--- src/rtl/stage_issue_sched.sv ---
// Dual-issue scheduler on the read side of the 2-deep stage FIFO: decides a 0/1/2 pop
// each cycle and registers the popped entries into the pipe0/pipe1 issue stage.
module stage_issue_sched #(
  parameter int Width      = 32,
  parameter int MulLatency = 3
) (
  input  logic             clk_i,
  input  logic             rst_i,
  input  logic             flush_i,
  input  logic [1:0]       fifo_valid_i,
  input  logic [Width-1:0] fifo_data0_i,
  input  logic [Width-1:0] fifo_data1_i,
  output logic [1:0]       fifo_rdy_o,
  output logic [1:0]       iss_valid_o,
  output logic [Width-1:0] iss_data0_o,
  output logic [Width-1:0] iss_data1_o,
  input  logic             iss_rdy_i,
  input  logic             pipe_idle_i,
  input  logic             sys_done_i,
  output logic             mul_busy_o,
  output logic             sys_wait_o
);

  localparam int CntW = $clog2(MulLatency + 1);

  typedef enum logic [1:0] {CLS_ALU, CLS_MUL, CLS_LSU, CLS_SYS} cls_e;
  typedef enum logic {ST_RUN, ST_SYS_WAIT} state_e;

  state_e           state_q, state_d;
  logic [1:0]       iss_valid_q, iss_valid_d;
  logic [Width-1:0] iss_data0_q, iss_data0_d;
  logic [Width-1:0] iss_data1_q, iss_data1_d;
  logic [CntW-1:0]  mul_cnt_q, mul_cnt_d;

  cls_e       cls0, cls1;
  logic [4:0] rd0, rd1, rs1_1, rs2_1;
  logic       ld, pop1, pop2, hazard, slot0_ok;

  assign cls0  = cls_e'(fifo_data0_i[1:0]);
  assign cls1  = cls_e'(fifo_data1_i[1:0]);
  assign rd0   = fifo_data0_i[6:2];
  assign rd1   = fifo_data1_i[6:2];
  assign rs1_1 = fifo_data1_i[11:7];
  assign rs2_1 = fifo_data1_i[16:12];

  assign ld = ~iss_valid_q[0] | iss_rdy_i;

  always_comb begin
    // NOTE: every combinational output gets a default first so no path infers a latch.
    slot0_ok = 1'b1;
    hazard   = 1'b0;
    pop1     = 1'b0;
    pop2     = 1'b0;

    // A SYS op must find the whole machine quiet before it may leave the FIFO.
    if (cls0 == CLS_MUL) slot0_ok = (mul_cnt_q == '0);
    if (cls0 == CLS_SYS) slot0_ok = (iss_valid_q == 2'b00) && (mul_cnt_q == '0) && pipe_idle_i;

    if (rd0 != 5'd0) hazard = (rs1_1 == rd0) || (rs2_1 == rd0) || (rd1 == rd0);

    pop1 = ~rst_i && ~flush_i && (state_q == ST_RUN) && ld && fifo_valid_i[0] && slot0_ok;
    pop2 = pop1 && (fifo_valid_i == 2'b11) && (cls1 == CLS_ALU) && (cls0 != CLS_SYS) && ~hazard;
  end

  assign fifo_rdy_o = {pop2, pop1};

  always_comb begin
    iss_valid_d = iss_valid_q;
    iss_data0_d = iss_data0_q;
    iss_data1_d = iss_data1_q;
    mul_cnt_d   = mul_cnt_q;
    state_d     = state_q;

    if (ld) begin
      iss_valid_d = fifo_rdy_o;
      if (pop1) iss_data0_d = fifo_data0_i;
      if (pop2) iss_data1_d = fifo_data1_i;
    end

    if (pop1 && cls0 == CLS_MUL) mul_cnt_d = CntW'(MulLatency - 1);
    else if (mul_cnt_q != '0)    mul_cnt_d = mul_cnt_q - CntW'(1);

    unique case (state_q)
      ST_RUN:      if (pop1 && cls0 == CLS_SYS) state_d = ST_SYS_WAIT;
      ST_SYS_WAIT: if (sys_done_i) state_d = ST_RUN;
      default:     state_d = ST_RUN;
    endcase

    if (flush_i) begin
      iss_valid_d = 2'b00;
      mul_cnt_d   = '0;
      state_d     = ST_RUN;
    end
  end

  always_ff @(posedge clk_i) begin
    // NOTE: state registers use non-blocking assignment so all flops update together.
    if (rst_i) begin
      state_q     <= ST_RUN;
      iss_valid_q <= 2'b00;
      iss_data0_q <= '0;
      iss_data1_q <= '0;
      mul_cnt_q   <= '0;
    end else begin
      state_q     <= state_d;
      iss_valid_q <= iss_valid_d;
      iss_data0_q <= iss_data0_d;
      iss_data1_q <= iss_data1_d;
      mul_cnt_q   <= mul_cnt_d;
    end
  end

  assign iss_valid_o = iss_valid_q;
  assign iss_data0_o = iss_data0_q;
  assign iss_data1_o = iss_data1_q;
  assign mul_busy_o  = (mul_cnt_q != '0);
  assign sys_wait_o  = (state_q == ST_SYS_WAIT);

  a_rdy_order:   assert property (@(posedge clk_i) disable iff (rst_i) fifo_rdy_o[1] |-> fifo_rdy_o[0]);
  a_valid_order: assert property (@(posedge clk_i) disable iff (rst_i) iss_valid_o[1] |-> iss_valid_o[0]);
  a_pipe1_alu:   assert property (@(posedge clk_i) disable iff (rst_i) iss_valid_o[1] |-> (iss_data1_o[1:0] == 2'b00));
  a_rdy_valid:   assert property (@(posedge clk_i) disable iff (rst_i) fifo_rdy_o[0] |-> fifo_valid_i[0]);

endmodule

--- config.mk ---
export PLATFORM = sky130hd
export DESIGN_NAME = stage_issue_sched
export DESIGN_NICKNAME = d
export VERILOG_FILES = /design/src/rtl/stage_issue_sched.sv
export SDC_FILE = /design/constraint.sdc
export NUM_CORES = 1
export LEC_CHECK = 0
export CORE_ASPECT_RATIO = 1.1
export CORE_MARGIN = 2
export CORE_UTILIZATION = 25
export CTS_BUF_LIST = sky130_fd_sc_hd__clkbuf_4
export DETAILED_ROUTE_END_ITERATION = 8
export SLEW_MARGIN = 20
export SYNTH_ARGS = -nofsm -noshare
export SYNTH_HDL_FRONTEND = slang
export SYNTH_SLANG_ARGS = --single-unit
--- constraint.sdc ---
create_clock -name clk_i -period 2.3 [get_ports clk_i]
set_clock_uncertainty 0.05 [all_clocks]
set_input_delay 0.46 -clock clk_i [delete_from_list [all_inputs] [get_ports clk_i]]
set_output_delay 0.46 -clock clk_i [all_outputs]
set_load 0.02 [all_outputs]
# == Word level (Yosys, flattened, before mapping) ==
# Index checks and enable logic that the tools add are counted.
# W data, S select, Z words.
# word_totals
register_bits,69
output_inout_bits,70
# op_classes
eq_ne,7
reduce_logical,25
n_bitwise,6
muxes,8
n_addsub,1
# ops
cell,count
$eq A5 B5 Y1,3
$logic_and A1 B1 Y1,13
$logic_not A2 Y1,3
$mux W1,5
$not A1 Y1,5
$reduce_bool A5 Y1,1
$eq A2 B2 Y1 const B,2
$mux W2,2
$reduce_and A2 Y1,2
$reduce_bool A2 Y1,2
$reduce_or A3 Y1,1
$eq A2 B1 Y1 const B,1
$logic_or A1 B1 Y1,2
$ne A2 B2 Y1 const B,1
$pmux W1 S2,1
$reduce_or A2 Y1,1
$sub A2 B1 Y2 const B,1
$or A1 B1 Y1,1

# == Logic depth before layout (Yosys ltp) ==
# Gate-level depths: netlist of the first run.
# logic_depth
word_depth,11
ltp_mapped,9

# == Worst setup path after synthesis of the first run ==
# Ideal clock, no wire load.
# synth_timing
kind,input -> output
from,in fifo_data0_i[3]
to,out fifo_rdy_o[1]
slack_ns,-0.059
required_time_ns,1.790
arrival_ns,1.849
cell_stages,8
path_buffers,3
path_cell_list,or4_1 nor2_2 o311a_1 buf_6 o21ai_4 inv_4 buf_8 buf_4
# synth_between
elab_chain_len,6
# synth_lines
item,line_no,text
"start, declared",11,"input logic [Width-1:0] fifo_data0_i,"
$eq A5 B5 Y1,59,if (rd0 != 5'd0) hazard = (rs1_1 == rd0) || (rs2_1 == rd0) || (rd1 == rd0);
$logic_or A1 B1 Y1 (2 in a row),59,
$mux W1 (*),59,
$not A1 Y1 (*),62,pop2 = pop1 && (fifo_valid_i == 2'b11) && (cls1 == CLS_ALU) && (cls0 != CLS_SYS) && ~hazard;
$logic_and A1 B1 Y1 (*),62,
"end, declared",13,"output logic [1:0] fifo_rdy_o,"
# Every way passes the cells marked *; elsewhere a longest branch is shown, timed or not.

# == Final worst setup path of the first run ==
# layout_timing
from,in fifo_data1_i[9]
to,out fifo_rdy_o[1]
# layout_between
elab_chain_len,6
# layout_lines
item,line_no,text
"start, declared",12,"input logic [Width-1:0] fifo_data1_i,"
$eq A5 B5 Y1,59,
$logic_or A1 B1 Y1 (2 in a row),59,
$mux W1,59,
$not A1 Y1,62,
$logic_and A1 B1 Y1,62,
# No other way between the ends.

==> results of run 1 <==
## path summary, 6_finish.rpt
path	slack, ps	endpoint	start	depth (start not counted)
worst max register to register	360	iss_data1_o[10]	iss_valid_o[0]	7
worst max-delay path	-60	fifo_rdy_o[1]	fifo_data1_i[9]	7
worst min register to register	410	iss_data0_o[11]	iss_data0_o[11]	2
worst min-delay path	280	iss_data1_o[3]	fifo_data1_i[3]	2
## flip-flops by register name, summed over array words and instances, names as in the netlist
name / count
iss_valid_o: 2
mul_cnt_q: 2
sys_wait_o: 1
iss_data0_o: 32
iss_data1_o: 32
## area by class of cell
cell class / instances / area share (%)
well taps: 150 / 3.78
flip-flops and latches: 69 / 27.8
repair buffers: 185 / 35.4
multi-input cells: 225 / 29.2
clock inverters: 7 / 1.99
clock buffers: 9 / 1.36
inverters: 5 / 0.428
## per-layer routing
metal  track usage (%)  vias up  share of wire [%]
met5                 0        -                  0
met4              5.11        0                1.4
met3              4.45       12                7.3
met2              24.9       90                 49
met1              17.5     1328                 42
li1                  -     1473                  -
## Yosys cell counts, types with 2 or more instances
| master | number | area share (%) |
|---|---|---|
| sky130_fd_sc_hd__a21oi_1 | 48 | 8.2 |
| sky130_fd_sc_hd__and3_1 | 2 | 0.43 |
| sky130_fd_sc_hd__buf_1 | 5 | 0.64 |
| sky130_fd_sc_hd__buf_2 | 5 | 0.86 |
| sky130_fd_sc_hd__buf_4 | 4 | 1.0 |
| sky130_fd_sc_hd__clkbuf_1 | 10 | 1.3 |
| sky130_fd_sc_hd__dfxtp_1 | 69 | 47 |
| sky130_fd_sc_hd__inv_1 | 4 | 0.51 |
| sky130_fd_sc_hd__mux2_2 | 7 | 2.7 |
| sky130_fd_sc_hd__mux2_4 | 7 | 3.6 |
| sky130_fd_sc_hd__nand2_1 | 65 | 8.4 |
| sky130_fd_sc_hd__nand3_1 | 3 | 0.51 |
| sky130_fd_sc_hd__nor2_1 | 7 | 0.90 |
| sky130_fd_sc_hd__nor2b_1 | 15 | 3.2 |
| sky130_fd_sc_hd__nor3_1 | 3 | 0.51 |
| sky130_fd_sc_hd__nor3b_1 | 4 | 1.0 |
| sky130_fd_sc_hd__o211ai_1 | 16 | 4.1 |
| sky130_fd_sc_hd__o31ai_1 | 17 | 4.4 |
| sky130_fd_sc_hd__xnor2_1 | 15 | 4.5 |
## power by group through the flow
stage                     clock network, uW  logic [uW]  registers (uW)
after floorplan                           0         119            1280
final                                   934         406            1230
after global placement                    0         393            1260
after CTS                               976         398            1230
after detailed placement                  0         396            1260
after global routing                   1030         439            1230
## repair_timing
action                     in CTS  in global routing
buffers inserted                0                  6
resized for setup              32                 11
pin swaps                       7                 10
setup endpoints to repair      18                  3
## per-stage QoR
step | cells | instance area, um^2 | util (%) | hold slack, ps | total power (uW)
after floorplan | 325 | 2940 | - | 396 | 1400
after global placement | 628 | 4710 | 41.2 | 394 | 1650
after detailed placement | 628 | 4710 | 41.2 | 397 | 1650
after CTS | 644 | 4900 | 42.8 | 364 | 2600
after global routing | 650 | 4960 | 43.4 | 286 | 2700
final | 650 | 4960 | 43.4 | 275 | 2570
## logic make-up after synthesis
kind of cell           Yosys count
AND/OR/NAND/NOR                105
AO/OA/AOI/OAI                   91
flip-flops                      69
buffers and inverters           31
XOR/XNOR                        15
multiplexers                    14
## critical path, stage by stage
cell	delay (ps)
sky130_fd_sc_hd__clkdlybuf4s50_1	500
sky130_fd_sc_hd__xnor2_1	130
sky130_fd_sc_hd__nand3_1	130
sky130_fd_sc_hd__o22a_1	260
sky130_fd_sc_hd__o21ai_4	210
sky130_fd_sc_hd__inv_4	40
sky130_fd_sc_hd__buf_6	120
==> qor.log, run 1 <==
qor: cells_and_area.footprint_of_the_multi_input_gates 0.00145 mm^2
qor: power_and_ir_drop.switching_share 26.3%
qor: cells_and_area.mostFrequentLayoutCells sky130_fd_sc_hd__clkdlybuf4s50_1 (118), sky130_fd_sc_hd__dfxtp_1 (68), sky130_fd_sc_hd__nand2_1 (65)
qor: cells_and_area.final_layout_size_suffix_gt1_share 18.2%
qor: clock_tree.clockRootBuffer sky130_fd_sc_hd__clkbuf_4
qor: sta.finalHoldViolations 0
qor: placement.io_buffer_count 141
qor: min_path.hold_class input pin to register
qor: floorplanning.core_area 0.0114 mm^2
qor: routing.drt-wirelength-per-cell 14.2 um
qor: clock_tree.tritoncts done
qor: routing.postRouteAntennaNets 0
qor: yosys.post_synth_and_or_nand_nor_area_fraction 16.7%
qor: routing.routed_via_density 4.47
qor: sta.max_slew_vio_count 0
qor: routing.route.detailed.drc 0
qor: sta.tns -64.4 ps
qor: floorplanning.rows 41
qor: floorplanning.dieHeight 117 um
qor: sta.worst_pin_slew 685 ps
qor: routing.detailroute.via_count 2903
qor: yosys.post_synth_mux_area_share 6.30%
qor: clock_tree.clock_input_transition_at_the_sequential_cells_of_the_worst_setup_and_hold_paths 130 ps
qor: cells_and_area.antenna_cells 0
qor: cells_and_area.num-fill-cells 1143
qor: sta.finalWorstPathRequiredPeriod 2360 ps
qor: floorplanning.design.portCount 142
qor: critical_path.timing.critical_path.arrival 1850 ps
qor: yosys.synth-seq-area-share 47.3%
qor: critical_path.critical_path_peak_fanout 2
qor: yosys.synth_nets 397
qor: status.failed_checks setup timing
qor: status.status finished with violations
qor: global_route.grt_max_degree 65
qor: cells_and_area.syn2layout_area_growth 70.1%
qor: sta.fmax 423 MHz
qor: critical_path.required 1790 ps
qor: placement.dp_wirelength 6.62 mm
qor: global_route.vias_in_the_first_global_route 2913
qor: yosys.postSynthCellCount 325
qor: sta.layout_worst_path_cycle_share 103%
qor: power_and_ir_drop.internal_power 1890 uW
qor: power_and_ir_drop.leakagePower 0.00187 uW
qor: yosys.synth_enable_flop_cells 0
qor: yosys.synth.avg_cell_area 8.98 um^2
qor: power_and_ir_drop.combinationalPowerShare 15.8%
qor: yosys.synth_compound_area_share 19.8%
qor: yosys.number_of_flip_flops_and_latches_in_the_synthesized_netlist 69
qor: run.max-cap-violations 0
qor: clock_tree.clkSinkCount 69
qor: power_and_ir_drop.power.ir.vdd_worst 0.297 mV
qor: sta.layout_setup_ws -64.4 ps
qor: global_route.globalRoute.totalOverflow 0
qor: clock_tree.cts_buffers 9
qor: cells_and_area.layout.area.seq 0.00138 mm^2
qor: yosys.synth.yosys.warnings 0
qor: critical_path.path_type_of_the_worst_setup_path input pin to output port
qor: clock_tree.cts_htree_levels 3
qor: global_route.grt_antenna_before_repair 0
qor: placement.pre_cts_ws -771 ps
qor: sta.slew-limit-headroom 54.4%
qor: sta.setup-violations-final 1
qor: clock_tree.cts_max_path_buffers 2
qor: cells_and_area.mostFrequentLayoutCell sky130_fd_sc_hd__clkdlybuf4s50_1
qor: yosys.top_reg_cell_synth sky130_fd_sc_hd__dfxtp_1
qor: cells_and_area.finalNetCount 567
qor: yosys.main_combinational_cell_family_by_area_after_synthesis compound AO/OA/AOI/OAI gates
qor: yosys.yosys.area_share.xor_xnor 4.50%
qor: yosys.post_synth_fa_ha_maj_area_fraction 0%
qor: critical_path.timing.critical_path.to_type output port
qor: power_and_ir_drop.p_sw 677 uW
qor: clock_tree.clock_insertion_delay_worst_skew 420 ps
qor: global_route.grt_first_pass_wirelength 14.7 mm
qor: routing.drt_first_pass_iters 4
qor: power_and_ir_drop.power_frac_clock 36.4%
qor: power_and_ir_drop.seq_power_share 47.8%
qor: routing.final_wl 9.26 mm
qor: sta.grt_setup_unrepaired yes
qor: placement.place_congestion 0.788
qor: power_and_ir_drop.power_density 518 mW/mm^2
qor: clock_tree.holdBufCountCts 0
qor: floorplanning.die_width 107 um
qor: yosys.netlist_area 0.00292 mm^2
qor: critical_path.crit_path_start_kind input pin
qor: routing.violation_count_after_the_first_detailed_routing_iteration 131
qor: yosys.ys_async_sr_fraction 0%
qor: floorplanning.initial_utilization 25.5%
qor: global_route.grtUsageTotal 14.7%
qor: floorplanning.die_area 0.0126 mm^2
qor: yosys.synthDistinctLibCells 38
Note: power is estimated with default switching activity, not from simulation.
==> inputs of run 2 (changes only) <==
- PLACE_DENSITY: unset -> 0.63
==> qor.log, run 2 (synthesis results as in run 1) <==
qor: floorplanning.core_area 0.0114 mm^2 [unchanged]
qor: clock_tree.holdBufCountCts 0 [unchanged]
qor: critical_path.timing.critical_path.arrival 1800 ps [was 1850 ps]
qor: floorplanning.dieHeight 117 um [unchanged]
qor: routing.violation_count_after_the_first_detailed_routing_iteration 133 [was 131]
qor: clock_tree.cts_max_path_buffers 2 [unchanged]
qor: status.status finished with violations [unchanged]
qor: floorplanning.die_area 0.0126 mm^2 [unchanged]
qor: global_route.vias_in_the_first_global_route 2969 [was 2913]
qor: routing.drt_first_pass_iters 4 [unchanged]
qor: placement.place_congestion 0.766 [was 0.788]
qor: cells_and_area.syn2layout_area_growth 71.1% [was 70.1%]
qor: floorplanning.initial_utilization 25.5% [unchanged]
qor: critical_path.path_type_of_the_worst_setup_path input pin to output port [unchanged]
qor: cells_and_area.final_layout_size_suffix_gt1_share 19.8% [was 18.2%]
qor: sta.fmax 433 MHz [was 423 MHz]
qor: sta.finalWorstPathRequiredPeriod 2310 ps [was 2360 ps]
qor: status.failed_checks setup timing [unchanged]
qor: sta.layout_setup_ws -11.6 ps [was -64.4 ps]
qor: global_route.grtUsageTotal 15.1% [was 14.7%]
qor: cells_and_area.post_route_cell_area 0.00499 mm^2 [was 0.00496 mm^2]
qor: clock_tree.cts_buffers 9 [unchanged]
qor: power_and_ir_drop.power_density 460 mW/mm^2 [was 518 mW/mm^2]
qor: routing.final_wl 9.43 mm [was 9.26 mm]
qor: min_path.hold_class input pin to register [unchanged]
qor: sta.finalHoldViolations 0 [unchanged]
qor: floorplanning.die_width 107 um [unchanged]
qor: clock_tree.cts_htree_levels 3 [unchanged]
qor: critical_path.timing.critical_path.to_type output port [unchanged]
qor: routing.postRouteAntennaNets 0 [unchanged]
qor: routing.drt-wirelength-per-cell 14.4 um [was 14.2 um]
qor: routing.route.detailed.drc 0 [unchanged]
qor: sta.slew-limit-headroom 55.0% [was 54.4%]
qor: clock_tree.clock_insertion_delay_worst_skew 410 ps [was 420 ps]
qor: critical_path.crit_path_start_kind input pin [unchanged]
qor: global_route.grt_max_degree 65 [unchanged]
qor: clock_tree.clockRootBuffer sky130_fd_sc_hd__clkbuf_4 [unchanged]
qor: placement.dp_wirelength 6.69 mm [was 6.62 mm]
qor: global_route.grt_first_pass_wirelength 15.0 mm [was 14.7 mm]
qor: power_and_ir_drop.finalPower 2300 uW [was 2570 uW]
qor: cells_and_area.antenna_cells 0 [unchanged]
qor: cells_and_area.mostFrequentLayoutCell sky130_fd_sc_hd__clkdlybuf4s50_1 [unchanged]
qor: sta.max_slew_vio_count 0 [unchanged]
qor: power_and_ir_drop.power.ir.vdd_worst 0.246 mV [was 0.297 mV]
qor: cells_and_area.mostFrequentLayoutCells sky130_fd_sc_hd__clkdlybuf4s50_1 (115), sky130_fd_sc_hd__dfxtp_1 (68), sky130_fd_sc_hd__nand2_1 (65) [was sky130_fd_sc_hd__clkdlybuf4s50_1 (118), sky130_fd_sc_hd__dfxtp_1 (68), sky130_fd_sc_hd__nand2_1 (65)]
qor: critical_path.critical_path_peak_fanout 2 [unchanged]
qor: cells_and_area.layout.area.seq 0.00138 mm^2 [unchanged]
qor: sta.grt_setup_unrepaired yes [unchanged]
qor: global_route.globalRoute.totalOverflow 0 [unchanged]
qor: floorplanning.design.portCount 142 [unchanged]
qor: routing.detailroute.via_count 2970 [was 2903]
qor: clock_tree.clock_input_transition_at_the_sequential_cells_of_the_worst_setup_and_hold_paths 110 ps [was 130 ps]
qor: global_route.grt_antenna_before_repair 0 [unchanged]
qor: sta.worst_pin_slew 675 ps [was 685 ps]
qor: cells_and_area.finalNetCount 572 [was 567]
qor: clock_tree.tritoncts done [unchanged]
qor: placement.placed_cell_area 0.00470 mm^2 [was 0.00471 mm^2]
qor: cells_and_area.footprint_of_the_multi_input_gates 0.00153 mm^2 [was 0.00145 mm^2]
qor: routing.routed_via_density 4.54 [was 4.47]
qor: placement.io_buffer_count 141 [unchanged]
qor: cells_and_area.num-fill-cells 1134 [was 1143]
qor: critical_path.required 1790 ps [about the same]
qor: power_and_ir_drop.leakagePower 0.00187 uW [about the same]
qor: sta.setup-violations-final 1 [unchanged]
qor: run.max-cap-violations 0 [unchanged]
qor: floorplanning.rows 41 [unchanged]
qor: sta.layout_worst_path_cycle_share 101% [was 103%]
qor: clock_tree.clkSinkCount 69 [unchanged]
qor: sta.tns -11.6 ps [was -64.4 ps]
run 2: cell types whose count changed in the layout (fill, tap and decap cells not counted), sizes merged, moves of 2 or more:
cell           delta
dlygate4sd2       +6
buf               +5
dlymetal6s2s      -4
clkbuf            +3
clkdlybuf4s50     -3
bufinv            -2
run 2: critical path, stage by stage:
cell	delay, ps
sky130_fd_sc_hd__dlygate4sd2_1	250
sky130_fd_sc_hd__or4_4	530
sky130_fd_sc_hd__nor2_4	120
sky130_fd_sc_hd__o311a_4	220
sky130_fd_sc_hd__o21ai_4	70
sky130_fd_sc_hd__inv_4	50
sky130_fd_sc_hd__buf_6	110
run 2: final timing paths:
path	start	end	slack [ps]	cells past startpoint
setup reg to reg	iss_valid_o[0]	iss_data1_o[10]	400	7
hold reg to reg	iss_data0_o[12]	iss_data0_o[12]	410	2
setup / recovery	fifo_data0_i[3]	fifo_rdy_o[1]	-10	7
hold / removal	rst_i	iss_valid_o[0]	390	4
run 2: where the power goes:
group	switching (uW)	internal, uW
registers	11.4	1220
logic	190	241
clock network	410	229
run 2: cell type report:
class | count | share of cell area [%]
well taps | 150 | 3.76
clock buffers | 11 | 1.65
flip-flops and latches | 69 | 27.7
clock inverters | 4 | 0.326
multi-input cells | 225 | 30.6
inverters | 5 | 0.426
repair buffers | 190 | 35.6
run 2: timing repair:
action	in CTS	in global routing
buffers inserted	7	3
hold endpoints to repair	0	0
resized for setup	43	15
pin swaps	15	8
setup endpoints to repair	18	19
run 2: stage by stage:
step / utilization, % / cells / hold slack, ps / setup slack (ps)
2_1_floorplan: - / 325 / 396 / -14.9
5_1_grt: 43.7 / 654 / 370 / -60.9
3_3_place_gp: 41.1 / 629 / 392 / -739
6_report: 43.7 / 654 / 390 / -11.6
3_5_place_dp: 41.1 / 629 / 395 / -753
4_1_cts: 42.8 / 651 / 350 / -20.0
run 2: metal layers:
metal	global-route usage, %	wire, um	up-vias
met4	6.74	213	0
met1	17.1	3830	1369
li1	-	-	1478
met5	0	0	-
met2	25.9	4730	106
met3	4.56	649	17
